--- src/rtl/data_capture.sv ---
// data_capture: receive end of the filter output stream.
//   Captures valid-qualified samples into a circular buffer, keeps a running
//   checksum of every sample seen, and raises DONE once the expected number of
//   samples has arrived or the stream has gone idle after it started.
//   The buffer can still be drained after DONE.
// Ports:
//   CLK, RST_N         clock (rising edge), asynchronous active-low reset
//   VIN, DIN           sample valid and sample (two's complement, NB bits)
//   RD_EN              drain request, one sample per cycle
//   RD_DATA, RD_VALID  drained sample, valid one cycle after an accepted RD_EN
//   COUNT, FULL, EMPTY buffer occupancy and its two decoded limits
//   OVERFLOW           sticky: a sample was dropped because the buffer was full
//   CHECKSUM           wrapping sum of sign-extended DIN over every counted sample
//   DONE, TIMED_OUT    sticky completion flag and its cause
module data_capture #(
  parameter int NB      = 10,
  parameter int DEPTH   = 16,
  parameter int NSAMP   = 64,
  parameter int TIMEOUT = 32,
  parameter int CSW     = 16
) (
  input  logic                     CLK,
  input  logic                     RST_N,
  input  logic                     VIN,
  input  logic [NB-1:0]            DIN,
  input  logic                     RD_EN,
  output logic [NB-1:0]            RD_DATA,
  output logic                     RD_VALID,
  output logic [$clog2(DEPTH):0]   COUNT,
  output logic                     FULL,
  output logic                     EMPTY,
  output logic                     OVERFLOW,
  output logic [CSW-1:0]           CHECKSUM,
  output logic                     DONE,
  output logic                     TIMED_OUT
);

  localparam int AW = $clog2(DEPTH);
  localparam int CW = AW + 1;
  localparam int TW = $clog2(NSAMP + 1);
  localparam int IW = $clog2(TIMEOUT + 1);

  localparam logic [CW-1:0] DEPTH_V    = CW'(DEPTH);
  localparam logic [TW-1:0] NSAMP_M1   = TW'(NSAMP - 1);
  localparam logic [IW-1:0] TIMEOUT_M1 = IW'(TIMEOUT - 1);

  typedef enum logic [1:0] {ST_IDLE, ST_RUN, ST_DONE} state_e;

  state_e          state_q,     state_d;
  logic [AW-1:0]   wr_ptr_q,    wr_ptr_d;
  logic [AW-1:0]   rd_ptr_q,    rd_ptr_d;
  logic [CW-1:0]   count_q,     count_d;
  logic [NB-1:0]   rd_data_q,   rd_data_d;
  logic            rd_valid_q,  rd_valid_d;
  logic            overflow_q,  overflow_d;
  logic [CSW-1:0]  checksum_q,  checksum_d;
  logic            done_q,      done_d;
  logic            timed_out_q, timed_out_d;
  logic [TW-1:0]   total_q,     total_d;
  logic [IW-1:0]   idle_q,      idle_d;

  logic [NB-1:0]   mem_q [DEPTH];

  logic            full, empty, accept, rd_ok, wr_en;
  logic [CSW-1:0]  din_ext;

  assign full    = (count_q == DEPTH_V);
  assign empty   = (count_q == '0);
  assign din_ext = CSW'($signed(DIN));

  // Every sample outside DONE is counted; storing it additionally needs a free
  // slot, which a same-cycle read provides even when the buffer is full.
  assign accept  = VIN && (state_q != ST_DONE);
  assign rd_ok   = RD_EN && !empty;
  assign wr_en   = accept && (!full || rd_ok);

  always_comb begin
    // NOTE: every signal gets a default first so no path through this block
    // leaves one unassigned, which would infer a latch.
    state_d     = state_q;
    wr_ptr_d    = wr_ptr_q;
    rd_ptr_d    = rd_ptr_q;
    count_d     = count_q;
    rd_data_d   = rd_data_q;
    rd_valid_d  = rd_ok;
    overflow_d  = overflow_q;
    checksum_d  = checksum_q;
    done_d      = done_q;
    timed_out_d = timed_out_q;
    total_d     = total_q;
    idle_d      = idle_q;

    if (rd_ok) begin
      rd_data_d = mem_q[rd_ptr_q];
      rd_ptr_d  = rd_ptr_q + 1'b1;
    end
    if (wr_en) wr_ptr_d = wr_ptr_q + 1'b1;

    unique case ({wr_en, rd_ok})
      2'b10:   count_d = count_q + 1'b1;
      2'b01:   count_d = count_q - 1'b1;
      default: count_d = count_q;
    endcase

    if (accept) begin
      if (!wr_en) overflow_d = 1'b1;
      checksum_d = checksum_q + din_ext;
      total_d    = total_q + 1'b1;
    end

    // Sample-count completion is checked before the idle timeout, so the
    // NSAMP-th sample wins any tie.
    unique case (state_q)
      ST_IDLE: begin
        if (accept) begin
          if (total_q == NSAMP_M1) begin
            state_d = ST_DONE;
            done_d  = 1'b1;
          end else begin
            state_d = ST_RUN;
          end
        end
      end
      ST_RUN: begin
        if (accept) begin
          idle_d = '0;
          if (total_q == NSAMP_M1) begin
            state_d = ST_DONE;
            done_d  = 1'b1;
          end
        end else if (idle_q == TIMEOUT_M1) begin
          state_d     = ST_DONE;
          done_d      = 1'b1;
          timed_out_d = 1'b1;
        end else begin
          idle_d = idle_q + 1'b1;
        end
      end
      ST_DONE: state_d = ST_DONE;
      default: state_d = ST_IDLE;
    endcase
  end

  // NOTE: sequential state uses non-blocking assignments only, so every flop
  // samples the values from before the edge regardless of statement order.
  always_ff @(posedge CLK or negedge RST_N) begin
    if (!RST_N) begin
      state_q     <= ST_IDLE;
      wr_ptr_q    <= '0;
      rd_ptr_q    <= '0;
      count_q     <= '0;
      rd_data_q   <= '0;
      rd_valid_q  <= 1'b0;
      overflow_q  <= 1'b0;
      checksum_q  <= '0;
      done_q      <= 1'b0;
      timed_out_q <= 1'b0;
      total_q     <= '0;
      idle_q      <= '0;
    end else begin
      state_q     <= state_d;
      wr_ptr_q    <= wr_ptr_d;
      rd_ptr_q    <= rd_ptr_d;
      count_q     <= count_d;
      rd_data_q   <= rd_data_d;
      rd_valid_q  <= rd_valid_d;
      overflow_q  <= overflow_d;
      checksum_q  <= checksum_d;
      done_q      <= done_d;
      timed_out_q <= timed_out_d;
      total_q     <= total_d;
      idle_q      <= idle_d;
    end
  end

  // NOTE: the sample storage is deliberately not reset; COUNT gates every read,
  // so stale contents are never observed and the array can map to plain RAM.
  always_ff @(posedge CLK) begin
    if (wr_en) mem_q[wr_ptr_q] <= DIN;
  end

  assign RD_DATA   = rd_data_q;
  assign RD_VALID  = rd_valid_q;
  assign COUNT     = count_q;
  assign FULL      = full;
  assign EMPTY     = empty;
  assign OVERFLOW  = overflow_q;
  assign CHECKSUM  = checksum_q;
  assign DONE      = done_q;
  assign TIMED_OUT = timed_out_q;

endmodule

--- config.mk ---
export PLATFORM = sky130hd
export DESIGN_NAME = data_capture
export DESIGN_NICKNAME = d
export VERILOG_FILES = /design/src/rtl/data_capture.sv
export SDC_FILE = /design/constraint.sdc
export NUM_CORES = 1
export LEC_CHECK = 0
export ABC_AREA = 1
export CAP_MARGIN = 40
export CORE_MARGIN = 5
export CORE_UTILIZATION = 60
export DETAILED_ROUTE_END_ITERATION = 10
export GPL_TIMING_DRIVEN = 0
export PLACE_DENSITY = 0.8
export SETUP_SLACK_MARGIN = 0.15
export SYNTH_ARGS = -nofsm -noshare
export SYNTH_HDL_FRONTEND = slang
export SYNTH_SLANG_ARGS = --single-unit
--- constraint.sdc ---
create_clock -name CLK -period 2.93 [get_ports CLK]
set_input_delay 0.586 -clock CLK [delete_from_list [all_inputs] [get_ports CLK]]
set_output_delay 0.586 -clock CLK [all_outputs]
set_load 0.02 [all_outputs]
After elaboration in Yosys (flattened, before gate mapping)
Memories as Yosys holds them, arrays and structs flattened. A register that Yosys moved wholly into a read port is not among the register bits.
Index checks and enable logic that the tools add are counted.

word-level totals
  memories = 1
  bits in registers = 48
  memory bits (writable) = 160
  word-level logic and storage cells = 65

memories
  name   words  width  read ports  clocked after memory_dff  write ports  RTL line  source
  mem_q  16     10     1           1                         1            62        logic [NB-1:0] mem_q [DEPTH];

operators by class
  equal/unequal tests = 12
  muxes and demuxes = 16
  bitwise operators = 2
  reduce and logical (&&, ||, !) cells = 16
  add/sub/neg operators = 7

operators with widths
  cell                                                                   count
  16-bit adder                                                           1
  6-bit two-way mux                                                      2
  2-bit two-way mux                                                      5
  5-bit one-hot mux with 2 select lines                                  1
  3-bit AND reduction                                                    3
  4-bit by 1-bit adder with 4-bit output, second input constant          2
  7-bit by 1-bit adder with 7-bit output, second input constant          1
  7-bit by 6-bit equality test with 1-bit output, second input constant  1
  6-bit by 1-bit adder with 6-bit output, second input constant          1
  6-bit by 5-bit equality test with 1-bit output, second input constant  1
  1-bit two-way mux                                                      6
  2-bit inequality test, second input constant                           3
  3-bit inequality test, second input constant                           2
  2-bit one-hot mux with 3 select lines                                  1
  5-bit by 1-bit adder with 5-bit output, second input constant          1
  5-bit equality test, second input constant                             1
  5-bit zero test                                                        1
  5-bit by 1-bit subtractor with 5-bit output, second input constant     1
  2-bit by 1-bit equality test with 1-bit output, second input constant  2
  2-bit equality test, second input constant                             2
  2-bit AND reduction                                                    2
  2-bit nonzero test                                                     2
  1-bit logical AND                                                      3
  1-bit zero test                                                        3
  other kinds (4)                                                        5

Longest topological paths before layout
Gate-level depths: netlist (run 1).

  depth after elaboration = 7
  depth in mapped cells = 14
  gate-level depth less buffers = 14

Least setup slack after synthesis (run 1)
OpenSTA, ideal clock, no wires.

  kind = register -> register
  start = register state_q[0]
  end = memory mem_q[0][0], enable pin
  arrival = 1625 ps
  setup time = 376 ps
  path slack = 929 ps
  stages on the path, launching flop included = 10
  cell sequence = dfrtp_1 -> inv_1 -> ha_1 -> inv_2 -> nand2_4 -> inv_2 -> o21ai_2 -> inv_2 -> nand2_1 -> nor2_1

between the ends
  word-level cells in the longest chain between the ends = 5

ends and longest elaborated chain
  item                                     RTL line  source
  start, declared                          49        state_e state_q, state_d;
  start signal, assigned                   161       state_q <= state_d;
  2-bit inequality test                    73        assign accept = VIN && (state_q != ST_DONE);
  1-bit logical AND                        73
  1-bit logical AND                        75        assign wr_en = accept && (!full || rd_ok);
  1-bit two-way mux                        179       if (wr_en) mem_q[wr_ptr_q] <= DIN;
  1-bit two-way mux (implied by the code)  179
  end, declared                            62

Every way passes these cells.

Worst setup path in the final report (run 1)
  start = register count_q[1], in the netlist COUNT[1]
  end = output FULL

between the ends
  word-level cells in the longest chain between the ends = 1

ends and longest elaborated chain
  item                    RTL line  source
  start, declared         52        logic [CW-1:0] count_q, count_d;
  start signal, assigned  164       count_q <= count_d;
  5-bit equality test     67        assign full = (count_q == DEPTH_V);
  end, declared           30        output logic FULL,

Every way passes these cells.

==> metrics.md, run 1 <==
| Metric | Value |
|---|---|
| Cells traversed along the worst timing path | nor2_2 > nand4_2 > inv_1 > clkdlybuf4s50_1 |
| Remaining DRCs | 0 |
| Launch point of the worst reg-to-reg path | state_q[0] |
| Final hold violation count | 0 |
| GRT Residual Overflow | 0 |
| Startpoint type of the worst setup path | flip-flop |
| I/O pin cnt | 51 |
| Number of clock buffers inserted by TritonCTS | 22 |
| Total nets after synthesis | around 1,000 |
| Post-Synthesis Mean Instance Area | about 10 µm² |
| Post-CTS setup buffer count | 0 |
| Pin count of the biggest net entering global routing | 36 |
| Layout Cell Area excl Fill | 0.0117 mm² |
| Initial core utilization | between 60% and 70% |
| Normalized max-slew margin | a little over a third |
| Die outline height | 140 µm |
| Total wire length after detailed routing | between 20,000 and 25,000 µm |
| Distinct cells, synth | 41 |
| Clock tree from TritonCTS | yes |
| Clock transition at path regs | approximately 0.060 ns |
| Antenna violations before repair | 0 |
| Ratio of cells with drive above 1 in the final layout | ~9.2% |
| Cells after Synth | 992 |
| R2R depth | 9 |
| RSZ-0062 raised after global routing | false |
| Clock latency reported for the late side of the worst-skew pair | ~0.50 ns |
| Number of nets with antenna violations after detailed routing | 0 |
| Final setup violation count | 0 |
| Max Buffers Root-to-Sink | 3 |
| Clock tree sinks | approximately 220 |
| Maximum vdd drop | around 0.74 mV |
| Number of violations reported at the end of detailed-routing iteration 0 | between 500 and 600 |
| Floorplan die area | about 0.02 mm² |
| Clock Root Buffer | clkbuf_16 |
| Number of buffers inserted by port buffering | 50 |
| Reg2Reg Capture Point | mem_q[4][6] |
| Final net count | approximately 1,100 |
| Library cell occupying the most area in the post-synthesis netlist | edfxtp_1 |
| FFs w/ async S/R, synth | 26.6% |
| Synth-to-Final Area Change | 15.6% |
| Final TNS setup | 0 ns |
| Main flop type after synthesis | edfxtp_1 |
| Most area-consuming cells after synthesis | edfxtp_1 48%, dfrtp_1 14%, nor2_1 7.1% |
| Transition at the pin with the smallest max-transition slack | between 0.9 and 1 ns |
| Critical path data arrival time | 1.97 ns |
| Total inserted antenna cells | 0 |
| Clock Skew | a little over 0.008 ns |
| Warnings, synthesis | 0 |
| Number of placement rows | 47 |
| GRT Resource Usage Total | between 20% and 30% |
| CP startpoint | COUNT[1] |
| Overall die width | roughly 140 µm |
| Type of element capturing the critical path | output pin |
| Achievable frequency | roughly 390 MHz |
| Delay of the slowest cell on the worst path | around 0.60 ns |
| Number of flops mapped to enable cells by yosys | 160 |
| Required time at the worst-slack endpoint | around 2.3 ns |
| Number of global-route vias before repair | roughly 7,000 |
| Worst hold slack across all endpoints | 0.106 ns |
| Final period util | between 80% and 90% |
| Average wire per cell in the routed design | about 17 µm |
| Cts-stage hold buffer count | 0 |
| Post-synthesis cell area | 0.0101 mm² |
| Hold/Removal Path Class | input port to asynchronous set/reset pin |
| Wire length of the first global-routing pass | about 36,000 µm |
| Maximum capacitance violations | 0 |
| Post_cts resized | 0 |
| Crit path kind | flip-flop to output pin |
| Floorplan core area | between 0.015 and 0.02 mm² |
| Initial DRT Pass Iterations | 5 |
| Number of pins exceeding their max-slew limit in the final report | 0 |
| Global placement routability congestion | approximately 0.88 |
| CTS H-Tree Depth | 1 |
| Max Fanout on Critical Path | 5 |
| Total power after layout | between 10,000 and 15,000 µW |
| Capturing element of the worst setup path | FULL |
| Min Clock Period, post-route | 2.55 ns |
| Avg Vias per Cell | around 5.5 |
| Power per standard cell area | 1060 mW/mm² |
| Number of flip-flops and latches in the synthesized netlist | between 200 and 250 |
| Register-to-register path setup slack | between 0.4 and 0.5 ns |
| Highest-delay cell along the critical path | clkdlybuf4s50_1 |
| Share of the synthesized area in the top cell type | a little under half |
| Outcome | completed |
| Sum of net half-perimeters after detailed placement | roughly 15,000 µm |
| Sequential element share of the synthesized area | between 60% and 70% |
| Area after DPL | approximately 0.011 mm² |
| Static power due to leakage | between 0.004 and 0.005 µW |
| Total via count in the routed design | between 7,000 and 8,000 |
logic make-up (layout without fill, tap and decap cells):
group	after synthesis	count (layout)	share of synthesized area (%)
AO/OA/AOI/OAI	114	114	5.99
AND/OR/NAND/NOR	499	499	21.0
adder cells (fa/ha/maj)	31	31	3.99
flip-flops	218	218	62.0
buffers and inverters	107	203	5.01
XOR/XNOR	23	23	2.07
cells in the mapped netlist (3+ instances only):
cell	n
inv_1	61
inv_2	6
nand2_2	3
nor2_1	192
buf_4	11
o21ai_1	42
nand2_4	5
xnor2_1	8
xor2_1	14
nand2_1	187
nor3_1	5
nand3b_1	4
nand3_1	88
a21oi_1	11
ha_1	29
buf_6	5
clkbuf_1	5
dfrtp_1	58
buf_2	16
o21ai_0	52
nand4_1	3
edfxtp_1	160
flip-flops by register name, indices dropped and copies added (netlist names):
name       flops
mem_q        160
CHECKSUM      16
RD_DATA       10
total_q        7
idle_q         6
COUNT          5
rd_ptr_q       4
wr_ptr_q       4
state_q        2
DONE           1
OVERFLOW       1
RD_VALID       1
TIMED_OUT      1
where the power goes:
| part | switching, µW | internal [µW] | leakage [µW] |
|---|---|---|---|
| logic | 3340 | 1970 | 0.00230 |
| clock network | 1100 | 1750 | 0.000361 |
| registers | 358 | 3880 | 0.00215 |
stage by stage:
stage | util [%] | cells | setup slack (ns)
after global placement | 65.8 | 1262 | -0.751
after floorplan | - | 992 | 0.929
final | 70.6 | 1308 | 0.378
after detailed placement | 66.1 | 1268 | -0.298
after global routing | 70.6 | 1308 | 0.242
after CTS | 70.6 | 1307 | 0.214
final cells by class:
type | count | area, µm²
plain buffers | 38 | 241
fillers | 1150 | 4850
multi-input cells | 667 | 3330
inverters | 69 | 264
well taps | 220 | 275
clock inverters | 6 | 105
repair buffers | 57 | 563
flip-flops and latches | 218 | 6260
clock buffers | 33 | 633
critical path: cells and delay by family (launching register included):
kind | cells | cell delay, ns
simple gates | 2 | 0.32
buf+inv | 2 | 0.70
flops | 1 | 0.44
routing by layer:
metal / wire length [µm] / GRT usage [%] / vias to the layer above
met5: 0 / 0 / -
met4: 759 / 8.57 / 0
met3: 1560 / 2.88 / 52
met2: 11000 / 38.6 / 256
met1: 9520 / 31.6 / 3445
li1: - / - / 3487
how the worst min path moves through the flow:
| stage | from | to | slack [ns] | cells after the start |
|---|---|---|---|---|
| 5_1_grt | RST_N | RD_VALID | 0.14 | 1 |
| 3_3_place_gp | OVERFLOW | OVERFLOW | 0.45 | 1 |
| 3_5_place_dp | TIMED_OUT | TIMED_OUT | 0.46 | 1 |
| 2_1_floorplan | RST_N | CHECKSUM[0] | 0.29 | 0 |
| 6_report | RST_N | COUNT[3] | 0.11 | 1 |
| 4_1_cts | RST_N | COUNT[2] | 0.11 | 1 |
cells in the final DEF (no fill, tap or decap), drive strengths merged:
| cell | n |
|---|---|
| xor2 | 15 |
| bufinv | 3 |
| clkdlybuf4s50 | 48 |
| nor4 | 1 |
| edfxtp | 160 |
| xnor2 | 8 |
| or2 | 2 |
| a21o | 1 |
| dlymetal6s2s | 1 |
| o21ai | 95 |
| nor2 | 195 |
| inv | 69 |
| and2 | 1 |
| nand3 | 90 |
| a31o | 2 |
| nor3 | 5 |
| buf | 41 |
| clkbuf | 38 |
| o22ai | 1 |
| nand4 | 5 |
| nand2 | 195 |
| a21oi | 12 |
| dfrtp | 58 |
| nand3b | 5 |
| clkinv | 3 |
| o31ai | 2 |
| fa | 2 |
| ha | 29 |
| o21bai | 1 |
Note: power is estimated with default switching activity, not from simulation.
==> inputs of run 2 (changes only) <==
Settings changed: CELL_PAD_IN_SITES_DETAIL_PLACEMENT set to 0, CELL_PAD_IN_SITES_GLOBAL_PLACEMENT set to 1, CORE_UTILIZATION 60 to 51, PLACE_DENSITY 0.8 to 0.84, SKIP_CTS_REPAIR_TIMING set to 1.
==> metrics.md, run 2 (synthesis results as in run 1) <==
| Metric | Value |
|---|---|
| Outcome | completed |
| Type of element capturing the critical path | flip-flop |
| Initial DRT Pass Iterations | 5 (unchanged) |
| Maximum capacitance violations | 0 (unchanged) |
| Part of the power in combinational logic | 41.7% (-1.1 points) |
| Overall die width | 151 µm (+7.9%) |
| Antenna violations before repair | 0 (unchanged) |
| Wire length of the first global-routing pass | 36,900 µm (+3.6%) |
| Synth-to-Final Area Change | 17.6% |
| Non-filler instance count after layout | 1,364 (+4.3%) |
| Static power due to leakage | 0.00488 µW (+1.4%) |
| Number of violations reported at the end of detailed-routing iteration 0 | 413 (-25%) |
| Floorplan die area | 0.0227 mm² (+16%) |
| Largest reg by FF count | mem_q |
| Crit path kind | input port to flip-flop |
| Clock Skew | 0.0146 ns (+0.00640 ns) |
| Floorplan core area | 0.0195 mm² (+18%) |
| Clock latency reported for the late side of the worst-skew pair | 0.52 ns (+0.02 ns) |
| Max Fanout on Critical Path | 17 (+12) |
| Final net count | 1,126 (+0.72%) |
| Number of global-route vias before repair | 7,034 (+1.1%) |
| Final setup violation count | 0 (unchanged) |
| GRT Resource Usage Total | 20.9% (-2.2 points) |
| Most common cell after layout, fill and taps aside | nor2_1 |
| Number of buffers inserted by port buffering | 50 (unchanged) |
| Hold/Removal Path Class | input port to asynchronous set/reset pin |
| RSZ-0062 raised after global routing | false |
| Die outline height | 151 µm (+7.9%) |
| Number of clock buffers inserted by TritonCTS | 24 (+9.1%) |
| Power per standard cell area | 1060 mW/mm² (about the same) |
| Placed cell count | 1,319 (+4.0%) |
| Clock transition at path regs | 0.06 ns (about the same) |
| Ratio of cells with drive above 1 in the final layout | 10.6% (+1.5 points) |
| Remaining DRCs | 0 (unchanged) |
| Clock share of power | 24.9% (+1.9 points) |
| Total power after layout | 12,600 µW (+1.7%) |
| Number of placement rows | 51 (+8.5%) |
| Number of flip-flops under the largest register name | 160 (unchanged) |
| Startpoint type of the worst setup path | input port |
| Pin count of the biggest net entering global routing | 59 (+64%) |
| R2R depth | 9 (unchanged) |
| Switching Power | 4830 µW (+0.66%) |
| CTS H-Tree Depth | 1 (unchanged) |
| Highest-delay cell along the critical path | clkdlybuf4s50_1 |
| GRT Residual Overflow | 0 (unchanged) |
| Final period util | 90.0% (+2.9 points) |
| Average wire per cell in the routed design | 16.8 µm (-3.7%) |
| Cells traversed along the worst timing path | clkdlybuf4s50_1 > ha_1 > fa_1 > nand2_1 > nand2_1 > and2_1 > nand2_1 > nand2_1 > xor2_1 > nand2_1 > nand2_1 |
| Critical path data arrival time | 3.04 ns (+1.07 ns) |
| Number of pins exceeding their max-slew limit in the final report | 0 (unchanged) |
| Number of nets with antenna violations after detailed routing | 0 (unchanged) |
| Fraction of the core area covered by cells at the end of the flow | 61.0% (-9.7 points) |
| I/O pin cnt | 51 (unchanged) |
| Total via count in the routed design | 6,999 (-3.3%) |
| Int Pwr | 7780 µW (+2.3%) |
| Clock tree sinks | 218 (unchanged) |
| Global placement routability congestion | 0.864 (-1.4%) |
| Register-to-register path setup slack | 0.46 ns (about the same) |
| Delay of the slowest cell on the worst path | 0.82 ns (+0.22 ns) |
| Total wire length after detailed routing | 23,000 µm (+0.40%) |
| Maximum vdd drop | 0.561 mV (-25%) |
| Proportion of total power due to net switching | 38.3% (-0.38 points) |
| Clock tree from TritonCTS | yes |
| Seq pwr share | 33.4% (-0.8 points) |
| Transition at the pin with the smallest max-transition slack | 0.891 ns (-0.0624 ns) |
| Cell seen most often among critical-path stages | nand2_1 |
| Clock Root Buffer | clkbuf_16 |
| Required time at the worst-slack endpoint | 3.33 ns (+0.99 ns) |
| Final hold violation count | 0 (unchanged) |
| Sum of net half-perimeters after detailed placement | 15,700 µm (+3.4%) |
| Normalized max-slew margin | 40.4% (+4.2 points) |
| Achievable frequency | 379 MHz (-3.2%) |
| Min Clock Period, post-route | 2.64 ns (+0.0839 ns) |
| Max Buffers Root-to-Sink | 3 (unchanged) |
| Initial core utilization | 51.9% (-9.2 points) |
| Avg Vias per Cell | 5.13 (-7.3%) |
| Total inserted antenna cells | 0 (unchanged) |
| Highest-count cells in the layout ignoring fill and taps | 192 x nor2_1, 187 x nand2_1, 160 x edfxtp_1 |
## run 2: cell count changes in the layout (fill, tap and decap cells not counted), moves of 3 or more
cell        previous run  this run
clkinvlp_4             0         3
clkinv_2               3         7
clkbuf_1              13         7
buf_4                 17        24
## run 2: stage by stage
stage / setup WS [ns] / hold slack [ns] / setup TNS (ns) / area, µm²
after detailed placement: -0.243 / 0.466 / -1.27 / 11000
after global routing: 0.169 / 0.204 / 0 / 11900
after CTS: 0.277 / 0.166 / 0 / 11900
final: 0.294 / 0.147 / 0 / 11900
after floorplan: 0.929 / 0.290 / 0 / 10100
after global placement: -0.794 / 0.458 / -47.72 / 10900
## run 2: routing by layer
layer | wire length (µm) | track usage (%) | up-vias
met1 | 9850 | 27.6 | 3315
met4 | 479 | 5.08 | 0
met3 | 1070 | 3.16 | 32
met5 | 0 | 0 | -
li1 | - | - | 3512
met2 | 11600 | 36.7 | 140
## run 2: final cells by class
cell class / count / area, µm²
Sequential cell: 218 / 6260
Inverter: 69 / 264
Fill cell: 1681 / 7590
Buffer: 38 / 241
Clock buffer: 28 / 636
Timing Repair Buffer: 63 / 603
Clock inverter: 16 / 203
Multi-Input combinational cell: 667 / 3330
Tap cell: 265 / 332
## run 2: worst max-delay path, delay by kind of cell
family / cells / cell delay, ns
adders and majority gates: 2 / 0.90
buffers and inverters: 1 / 0.82
and+or+nand+nor: 7 / 0.59
xor gates and xnor gates: 1 / 0.14
## run 2: worst paths after layout
path / from / endpoint
max in group asynchronous: RST_N / RD_DATA[6]
min in group CLK: RD_DATA[6] / RD_DATA[6]
worst max register to register: state_q[0] / mem_q[13][1]
worst max-delay path: DIN[0] / CHECKSUM[8]
worst min register to register: RD_DATA[6] / RD_DATA[6]
worst min-delay path: RST_N / CHECKSUM[9]
## run 2: power by group through the flow
stage	clock network [µW]	registers, µW	logic, µW
2_1_floorplan	0	4480	3360
3_3_place_gp	0	4270	5160
3_5_place_dp	0	4280	5260
4_1_cts	3190	4220	5300
5_1_grt	3320	4290	5920
6_report	3140	4220	5250
